===== config.mk =====
export PLATFORM = sky130hd
export DESIGN_NAME = pen_seq_encoder
export DESIGN_NICKNAME = d
export VERILOG_FILES = /design/src/rtl/pen_pkg.sv /design/src/rtl/pen_seq_encoder_prio_find.sv /design/src/rtl/pen_seq_encoder.sv
export SDC_FILE = /design/constraint.sdc
export NUM_CORES = 1
export LEC_CHECK = 0
export BUFFER_PORTS_ARGS = -buffer_cell sky130_fd_sc_hd__buf_2
export CAP_MARGIN = 10
export CORE_MARGIN = 8
export CORE_UTILIZATION = 44
export DETAILED_ROUTE_END_ITERATION = 7
export SLEW_MARGIN = 10
export SYNTH_ARGS = -nofsm -noshare
export SYNTH_HDL_FRONTEND = slang
export SYNTH_HIERARCHICAL = 1
export SYNTH_SLANG_ARGS = --single-unit

===== constraint.sdc =====
create_clock -name clk -period 4.55 [get_ports clk]
set_clock_uncertainty 0.1 [all_clocks]
set_input_delay 0.2275 -clock clk [delete_from_list [all_inputs] [get_ports clk]]
set_output_delay 0.2275 -clock clk [all_outputs]
set_load 0.02 [all_outputs]

===== src/rtl/pen_pkg.sv =====
// Shared types and helpers for the pending-request sequential encoder.
// Holds the FSM state encoding and a population-count function.
package pen_pkg;

    typedef enum logic {
        PEN_IDLE = 1'b0,
        PEN_HOLD = 1'b1
    } pen_state_e;

    // Widest request vector the popcount helper accepts.
    localparam int PEN_MAX_N = 64;

    function automatic int unsigned pen_popcount(input logic [PEN_MAX_N-1:0] vec);
        int unsigned cnt;
        cnt = 32'd0;
        for (int i = 0; i < PEN_MAX_N; i++) begin
            cnt = cnt + 32'(vec[i]);
        end
        return cnt;
    endfunction

endpackage


===== src/rtl/pen_seq_encoder_prio_find.sv =====
// Combinational descending search with wrap-around: start, start-1, ..., 0, N-1, ...
// Returns the first set position found and whether any bit was set.
module pen_prio_find #(
    parameter  int N    = 16,
    localparam int IDXW = $clog2(N)
) (
    input  logic [N-1:0]    vec,
    input  logic [IDXW-1:0] start,
    output logic [IDXW-1:0] idx,
    output logic            found
);

    function automatic int wrap_pos(input int s, input int i);
        int p;
        p = s - i;
        if (p < 0) begin
            p = p + N;
        end else begin
            p = p;
        end
        return p;
    endfunction

    // Scan from start downwards; the first hit is kept.
    always_comb begin
        idx   = '0;
        found = 1'b0;
        for (int i = 0; i < N; i++) begin
            if (!found && vec[IDXW'(wrap_pos(int'(start), i))]) begin
                found = 1'b1;
                idx   = IDXW'(wrap_pos(int'(start), i));
            end else begin
                found = found;
            end
        end
    end

endmodule


===== src/rtl/pen_seq_encoder.sv =====
// Registered priority encoder with sticky pending requests and a valid/ready grant.
// Define ROUND_ROBIN_EN for rotating priority; otherwise the highest index always wins.
module pen_seq_encoder
    import pen_pkg::*;
#(
    parameter  int N    = 16,
    localparam int IDXW = $clog2(N)
) (
    input  logic            clk,
    input  logic            rst_n,
    input  logic [N-1:0]    req_i,
    input  logic [N-1:0]    mask_i,
    output logic [IDXW-1:0] idx_o,
    output logic            valid_o,
    input  logic            ready_i,
    output logic            any_o,
    output logic [IDXW:0]   pend_cnt_o
);

    pen_state_e      state_r;
    pen_state_e      state_nxt_s;
    logic [N-1:0]    pend_r;
    logic [N-1:0]    pend_nxt_s;
    logic [N-1:0]    clr_s;
    logic [N-1:0]    eligible_s;
    logic [IDXW-1:0] start_s;
    logic [IDXW-1:0] sel_idx_s;
    logic            found_s;
    logic [IDXW-1:0] idx_nxt_s;
    logic            valid_nxt_s;
    logic            accept_s;
    logic [IDXW:0]   cnt_nxt_s;
    logic [N-1:0]    one_s;

    assign one_s      = {{(N-1){1'b0}}, 1'b1};
    assign eligible_s = pend_r & ~mask_i;
    assign clr_s      = accept_s ? (one_s << idx_o) : {N{1'b0}};
    // Set beats clear when a request re-arrives on its own accept cycle.
    assign pend_nxt_s = (pend_r & ~clr_s) | req_i;
    assign cnt_nxt_s  = (IDXW+1)'(pen_popcount(PEN_MAX_N'(pend_nxt_s)));

`ifdef ROUND_ROBIN_EN
    logic [IDXW-1:0] rr_ptr_r;

    // Rotating pointer: next search begins just below the last accepted index.
    always_ff @(posedge clk or negedge rst_n) begin
        if (!rst_n) begin
            rr_ptr_r <= IDXW'(N-1);
        end else if (accept_s) begin
            rr_ptr_r <= (idx_o == '0) ? IDXW'(N-1) : (idx_o - IDXW'(1));
        end else begin
            rr_ptr_r <= rr_ptr_r;
        end
    end

    assign start_s = rr_ptr_r;
`else
    assign start_s = IDXW'(N-1);
`endif

    pen_prio_find #(.N(N)) u_find (
        .vec   (eligible_s),
        .start (start_s),
        .idx   (sel_idx_s),
        .found (found_s)
    );

    // FSM state register.
    always_ff @(posedge clk or negedge rst_n) begin
        if (!rst_n) begin
            state_r <= PEN_IDLE;
        end else begin
            state_r <= state_nxt_s;
        end
    end

    // FSM next-state logic.
    always_comb begin
        state_nxt_s = state_r;
        case (state_r)
            PEN_IDLE: begin
                if (found_s) state_nxt_s = PEN_HOLD;
                else         state_nxt_s = PEN_IDLE;
            end
            PEN_HOLD: begin
                if (ready_i) state_nxt_s = PEN_IDLE;
                else         state_nxt_s = PEN_HOLD;
            end
            default: state_nxt_s = PEN_IDLE;
        endcase
    end

    // FSM output logic; the held index never changes while a grant is offered.
    always_comb begin
        idx_nxt_s   = idx_o;
        valid_nxt_s = 1'b0;
        accept_s    = 1'b0;
        case (state_r)
            PEN_IDLE: begin
                if (found_s) begin
                    idx_nxt_s   = sel_idx_s;
                    valid_nxt_s = 1'b1;
                end else begin
                    idx_nxt_s   = idx_o;
                    valid_nxt_s = 1'b0;
                end
            end
            PEN_HOLD: begin
                valid_nxt_s = ~ready_i;
                accept_s    = ready_i;
            end
            default: begin
                idx_nxt_s   = idx_o;
                valid_nxt_s = 1'b0;
                accept_s    = 1'b0;
            end
        endcase
    end

    // Pending vector and registered outputs.
    always_ff @(posedge clk or negedge rst_n) begin
        if (!rst_n) begin
            pend_r     <= {N{1'b0}};
            idx_o      <= '0;
            valid_o    <= 1'b0;
            any_o      <= 1'b0;
            pend_cnt_o <= '0;
        end else begin
            pend_r     <= pend_nxt_s;
            idx_o      <= idx_nxt_s;
            valid_o    <= valid_nxt_s;
            any_o      <= |pend_nxt_s;
            pend_cnt_o <= cnt_nxt_s;
        end
    end

endmodule


==> flow_summary.ini, run 1 <==
[outcome]
status = complete, no violations

[finish]
num-fill-cells = 886
syn_to_final_growth_pct = 9.79
layout_common_cells = nand2_1 (49), buf_2 (45), mux4_2 (35), inv_1 (30), nor2_1 (27)
drive_above_1_share_pct = 25.5
nets = 534
final-seq-area_sq_um = 677
antenna_cells = 0
final_common_cell = nand2_1
multi_input_comb_area_sq_mm = 0.00316

[detailed_routing]
vias = 3566
wirelength_um = 11600
routed_via_density = 6.09
antenna_left = 0
drc = 0
first_pass_iters = 4
drtIter0Drc = 289
wl_per_cell_um = 19.7

[sta]
max_freq_mhz = 237
worstMarginPinSlew_ps = 722
setup_violations = 0
drv_slew = 0
rsz0062_at_grt = false
hold_violations = 0
period_minus_slack_ps = 4230
max-slew-margin-rel_pct = 50.5
setup_tns_ps = 0
finalCritPeriodShare_pct = 92.9

[critical_path]
cp_slowest_cell = fa_1
crit_chain = nand2_1 -> nor3_4 -> buf_4 -> nand2_1 -> a21o_1 -> fa_1 -> inv_1 -> fa_1 -> fa_1 -> fa_1 -> inv_1 -> ha_1 -> inv_1 -> fa_1 -> nor2b_1 -> o21a_1
path_max_fanout = 7
cp.required_ps = 4680
cp.buffers_inverters = 4
r2r-start = state_r
cp.arrival_ps = 4360
cp_common_cell = fa_1
crit_path_end_kind = flip-flop
startpoint = state_r
critical_path.top_delay_family = adder cells
cp-start-kind = flip-flop
slowest_delay_ps = 530
criticalPathCategory = reg2reg

[hold_path]
min_from = req_i[8]
hold_class = in2reg

[clock_tree]
cts-buffers-inserted = 3
clk_pin_slew_ps = 110
clk-insertion-delay-late_ps = 290
cts_buffer_depth = 2
cts_root_buffer = clkbuf_8
cts_tree = built
cts_max_level = 1
clock_sinks = 27

[place]
post-dp-hpwl_um = 9200
portBuffers = 45
gp_congestion = 0.915

[power_and_ir_drop]
power_density_mw_per_mm2 = 339
power_mw = 1.50
p_leak_nw = 1.81
peakVddDrop_uv = 310

[die]
dieArea_sq_mm = 0.0124
core_area_sq_mm = 0.00906
die_x_um = 112
fp.dieH_um = 112
row_count = 35
top_level_ports = 46
start_util_pct = 44.3

[synthesis]
ys.flop_type = dfrtp_1
ys_ff_latch = 27
ys_async_sr_fraction_pct = 100
ys_seq_area_share_pct = 16.8
yosys_warnings = 6
netlist_instances = 423
syn_area_sq_mm = 0.00401
synthDistinctLibCells = 74
synth_enable_flop_cells = 0
avgSynthCellArea_sq_um = 9.49

[job]
drv_cap = 0

[grt]
grt_pass1_vias = 3597
antenna_found_initial = 0
grtUsageTotal_pct = 18.8
grt_start_max_net_pins = 33
grt_pass1_wl_um = 19100
grt_overflow_total = 0
cells in the mapped netlist, types with 4 or more instances:
cell	count	area share [%]
o211ai_1	6	1.1
mux4_2	35	20
inv_1	30	2.8
o22ai_1	6	0.94
xnor2_1	6	1.3
nand3_1	5	0.62
nand2_1	49	4.6
buf_2	7	0.87
a21oi_1	22	2.7
mux2i_1	22	5.5
mux2_2	11	3.1
o21ai_0	16	2.0
nor3_1	6	0.75
fa_1	10	5.0
nand4_1	6	0.94
xor2_1	5	1.1
ha_1	13	4.1
nand2b_1	9	1.4
inv_2	5	0.47
nor2b_1	20	3.1
dfrtp_1	27	17
a21o_1	9	1.7
nor2_1	27	2.5
clkbuf_1	4	0.37
worst reg2reg max path, delay by kind of cell (launching register included):
kind	cells	cell delay, ps
AND/OR/NAND/NOR	4	550
adder cells (fa/ha/maj)	6	2440
flip-flops	1	430
buffers and inverters	4	310
AO/OA/AOI/OAI	2	330
state kept, by name (all words and copies together) (netlist names):
name	count
any_o	1
pend_cnt_o	5
idx_o	4
state_r	1
pend_r	16
final timing paths:
path                                 endpoint  slack, ps  cells past startpoint
worst max-delay path            pend_cnt_o[4]        320                     16
worst min-delay path                pend_r[8]         70                      3
worst max register to register  pend_cnt_o[4]        320                     16
worst min register to register      pend_r[6]        460                      2
max in group asynchronous             state_r       3520                      2
min in group asynchronous            idx_o[2]        380                      2
through the flow:
step | instances | worst slack [ps] | util (%) | instance area [sq um] | hold WS [ps]
2_1_floorplan | 438 | 415 | - | 4070 | -168
3_3_place_gp | 580 | 324 | 47.8 | 4330 | 182
3_5_place_dp | 580 | 239 | 47.8 | 4330 | 189
4_1_cts | 585 | 201 | 48.4 | 4390 | 72.3
5_1_grt | 586 | 28.1 | 48.6 | 4410 | 67.6
6_report | 586 | 325 | 48.6 | 4410 | 74.3
where the power goes:
part / switching [mW] / internal, mW / total (mW)
combinational: 0.563 / 0.421 / 0.984
sequential: 0.0634 / 0.299 / 0.362
clock: 0.0868 / 0.0625 / 0.149
total: 0.713 / 0.782 / 1.50
logic make-up (layout without fill, tap and decap cells):
group / after synthesis / after routing / share of synthesized area, %
adders and majority gates: 23 / 23 / 9.04
DFF: 27 / 27 / 16.8
and+or+nand+nor: 147 / 147 / 20.1
muxes: 70 / 70 / 29.2
xor gates and xnor gates: 13 / 13 / 3.21
buffers and inverters: 51 / 88 / 6.17
AOI/OAI and AO/OA: 91 / 91 / 15.3
other: 1 / 16 / 0.0934
layout make-up:
class / count / area share [%]
multi-input combinational: 360 / 71.6
sequential: 27 / 15.4
timing repair buffer: 48 / 5.68
tap: 111 / 3.15
inverter: 36 / 3.07
clock buffer: 3 / 0.937
clock inverter: 1 / 0.170
timing repair:
action / 4_1_cts / 5_1_grt
hold buffers: 1 / 0
endpoints found under the hold margin: 27 / 0
setup endpoints to repair: 0 / 4
gates resized for setup: 0 / 3
setup buffers: 0 / 1
metal layers:
metal	vias to the layer above	track usage, %	part of all wire [%]
met5	-	0	0
met4	0	3.65	1.1
met3	14	3.30	6.8
met2	156	31.5	48
met1	1743	24.9	44
li1	1653	-	-
(Power assumes the default switching activity.)
==> run 2: changes to the inputs <==
- CORE_UTILIZATION: 44 -> 47
- PLACE_DENSITY: not set -> 0.78
- SYNTH_HIERARCHICAL: 1 -> not set
==> flow_summary.ini, run 2 <==
[clock_tree]
clk_pin_slew_ps = 120
clock_sinks = 23
cts_buffer_depth = 2
cts_resized = 0
clk-insertion-delay-late_ps = 310
cts-buffers-inserted = 3
cts_tree = built
cts_root_buffer = clkbuf_4
postCtsSetupBuffers = 0
cts_max_level = 1

[synthesis]
yosys_warnings = 0
netlist_instances = 90
ys_seq_area_share_pct = 50.7
ys_async_sr_fraction_pct = 100
syn_area_sq_mm = 0.00114
ys.flop_type = dfrtp_1
synthTopCellsByCount = dfrtp_1 (23), inv_1 (14), or2_2 (13)
avgSynthCellArea_sq_um = 12.6
ys_ff_latch = 23
synth_most_common_cell = dfrtp_1
synth_top_area_cell = dfrtp_1
synth_top_area_share_pct = 50.7
synth_area_leaders = dfrtp_1 (51%), fa_1 (18%), or2_2 (7.2%)
synth_enable_flop_cells = 0
synthDistinctLibCells = 20

[sta]
period_minus_slack_ps = 4010
max_freq_mhz = 249
rsz0062_at_grt = false
setup_violations = 0
hold_violations = 0
setup_tns_ps = 0
finalCritPeriodShare_pct = 88.1
drv_slew = 0

[power_and_ir_drop]
power_uw = 332
power_density_mw_per_mm2 = 248
p_switching_uw = 77.4
p_int_uw = 255
p_leak_nw = 0.589
peakVddDrop_uv = 168
clockPowerShare_pct = 26.8
switching_share_pct = 23.3
pwr-share-comb_pct = 10.2
seqPwrFrac_pct = 63.0

[grt]
antenna_found_initial = 0
grt_pass1_wl_um = 3350
grt_pass1_vias = 774
grtUsageTotal_pct = 10.2
grt_start_max_net_pins = 24
grt_overflow_total = 0

[die]
start_util_pct = 47.6
die_x_um = 65.2
row_count = 18
core_area_sq_mm = 0.00239
dieArea_sq_mm = 0.00425
top_level_ports = 46
fp.dieH_um = 65.2

[finish]
largest_reg_flops = 16
drive_above_1_share_pct = 35.5
final-seq-area_sq_um = 576
layout_common_cells = buf_2 (25), dfrtp_1 (23), inv_1 (14), or2_2 (13), fa_1 (10)
num-fill-cells = 215
antenna_cells = 0
largest_registers = pend_r x16, pend_cnt_o x5
syn_to_final_growth_pct = 17.7
multi_input_comb_area_sq_um = 485
regMostFlops = pend_r
nets = 173
final_common_cell = buf_2

[hold_path]
hold_class = in2reg

[critical_path]
cp.arrival_ps = 4110
cp-start-kind = input pin
cp.required_ps = 4650
crit_path_end_kind = flip-flop
path_max_fanout = 3
criticalPathCategory = in2reg

[place]
portBuffers = 25
post-dp-hpwl_um = 1630
gp_congestion = 0.754

[detailed_routing]
wl_per_cell_um = 12.6
vias = 686
drtIter0Drc = 21
antenna_left = 0
routed_via_density = 4.54
wirelength_um = 1900
first_pass_iters = 4
drc = 0

[outcome]
status = complete, no violations

[job]
drv_cap = 0
run 2: final timing paths:
path                            startpoint       endpoint  slack, ps  cells past startpoint
worst min register to register   pend_r[1]      pend_r[1]        360                      1
worst max-delay path               ready_i  pend_cnt_o[4]        540                     15
min in group asynchronous            rst_n      pend_r[9]        300                      2
worst min-delay path              req_i[3]      pend_r[3]         40                      3
worst max register to register     state_r  pend_cnt_o[4]        720                     13
max in group asynchronous            rst_n     pend_r[13]       3710                      2
run 2: critical path: stages:
cell	delay, ps
dlygate4sd3_1	530
buf_2	130
nand2_1	50
a21oi_1	120
fa_1	550
inv_1	50
fa_1	530
inv_1	50
fa_1	530
inv_1	50
fa_1	430
ha_1	240
fa_1	400
a21oi_1	160
nor2b_1	60
run 2: logic make-up after synthesis:
kind of cell,after synthesis,synth area share (%)
fa+ha+maj,16,24.2
xor+xnor,2,1.54
flops,23,50.7
simple gates,25,13.7
other cells,1,0.330
buf+inv,19,7.60
compound gates,4,1.98
run 2: layer usage:
layer  share of wire (%)  vias to the layer above  wire, um  GRT usage [%]
met5                   0                        -         0              0
met4                 1.3                        0        25           4.90
met3                 8.1                        3       153           3.06
met2                  51                       21       964           17.5
met1                  40                      324       757           11.2
li1                    -                      338         -              -
run 2: cell type report:
cell class / instances / area share [%]
clock buffer: 3 / 1.68
clock inverter: 1 / 0.374
inverter: 15 / 4.21
multi-input combinational: 51 / 36.3
sequential: 23 / 43.0
tap: 30 / 2.81
timing repair buffer: 28 / 11.6
run 2: power groups by stage:
| stage | Clock, mW | Sequential (mW) | Combinational, mW |
|---|---|---|---|
| 4_1_cts | 0.0935 | 0.209 | 0.0338 |
| 6_report | 0.0890 | 0.209 | 0.0338 |
| 5_1_grt | 0.104 | 0.210 | 0.0385 |
| 3_3_place_gp | 0 | 0.213 | 0.0316 |
| 2_1_floorplan | 0 | 0.218 | 0.0131 |
| 3_5_place_dp | 0 | 0.213 | 0.0325 |
run 2: repair_timing:
item / CTS / global route
endpoints found under the hold margin: 24 / 1
endpoints found under the setup margin: 0 / 0
hold buffers: 2 / 1
run 2: stage by stage:
step           cell area [sq um]  setup slack, ps  utilization [%]  instances  hold slack, ps
6_report                    1340              539             56.0        151            36.0
5_1_grt                     1340              332             56.0        151            14.2
4_1_cts                     1330              529             55.6        150            7.53
3_5_place_dp                1280              720             53.6        144             117
3_3_place_gp                1280              756             53.6        144             115
2_1_floorplan               1150              752                -         93            -168
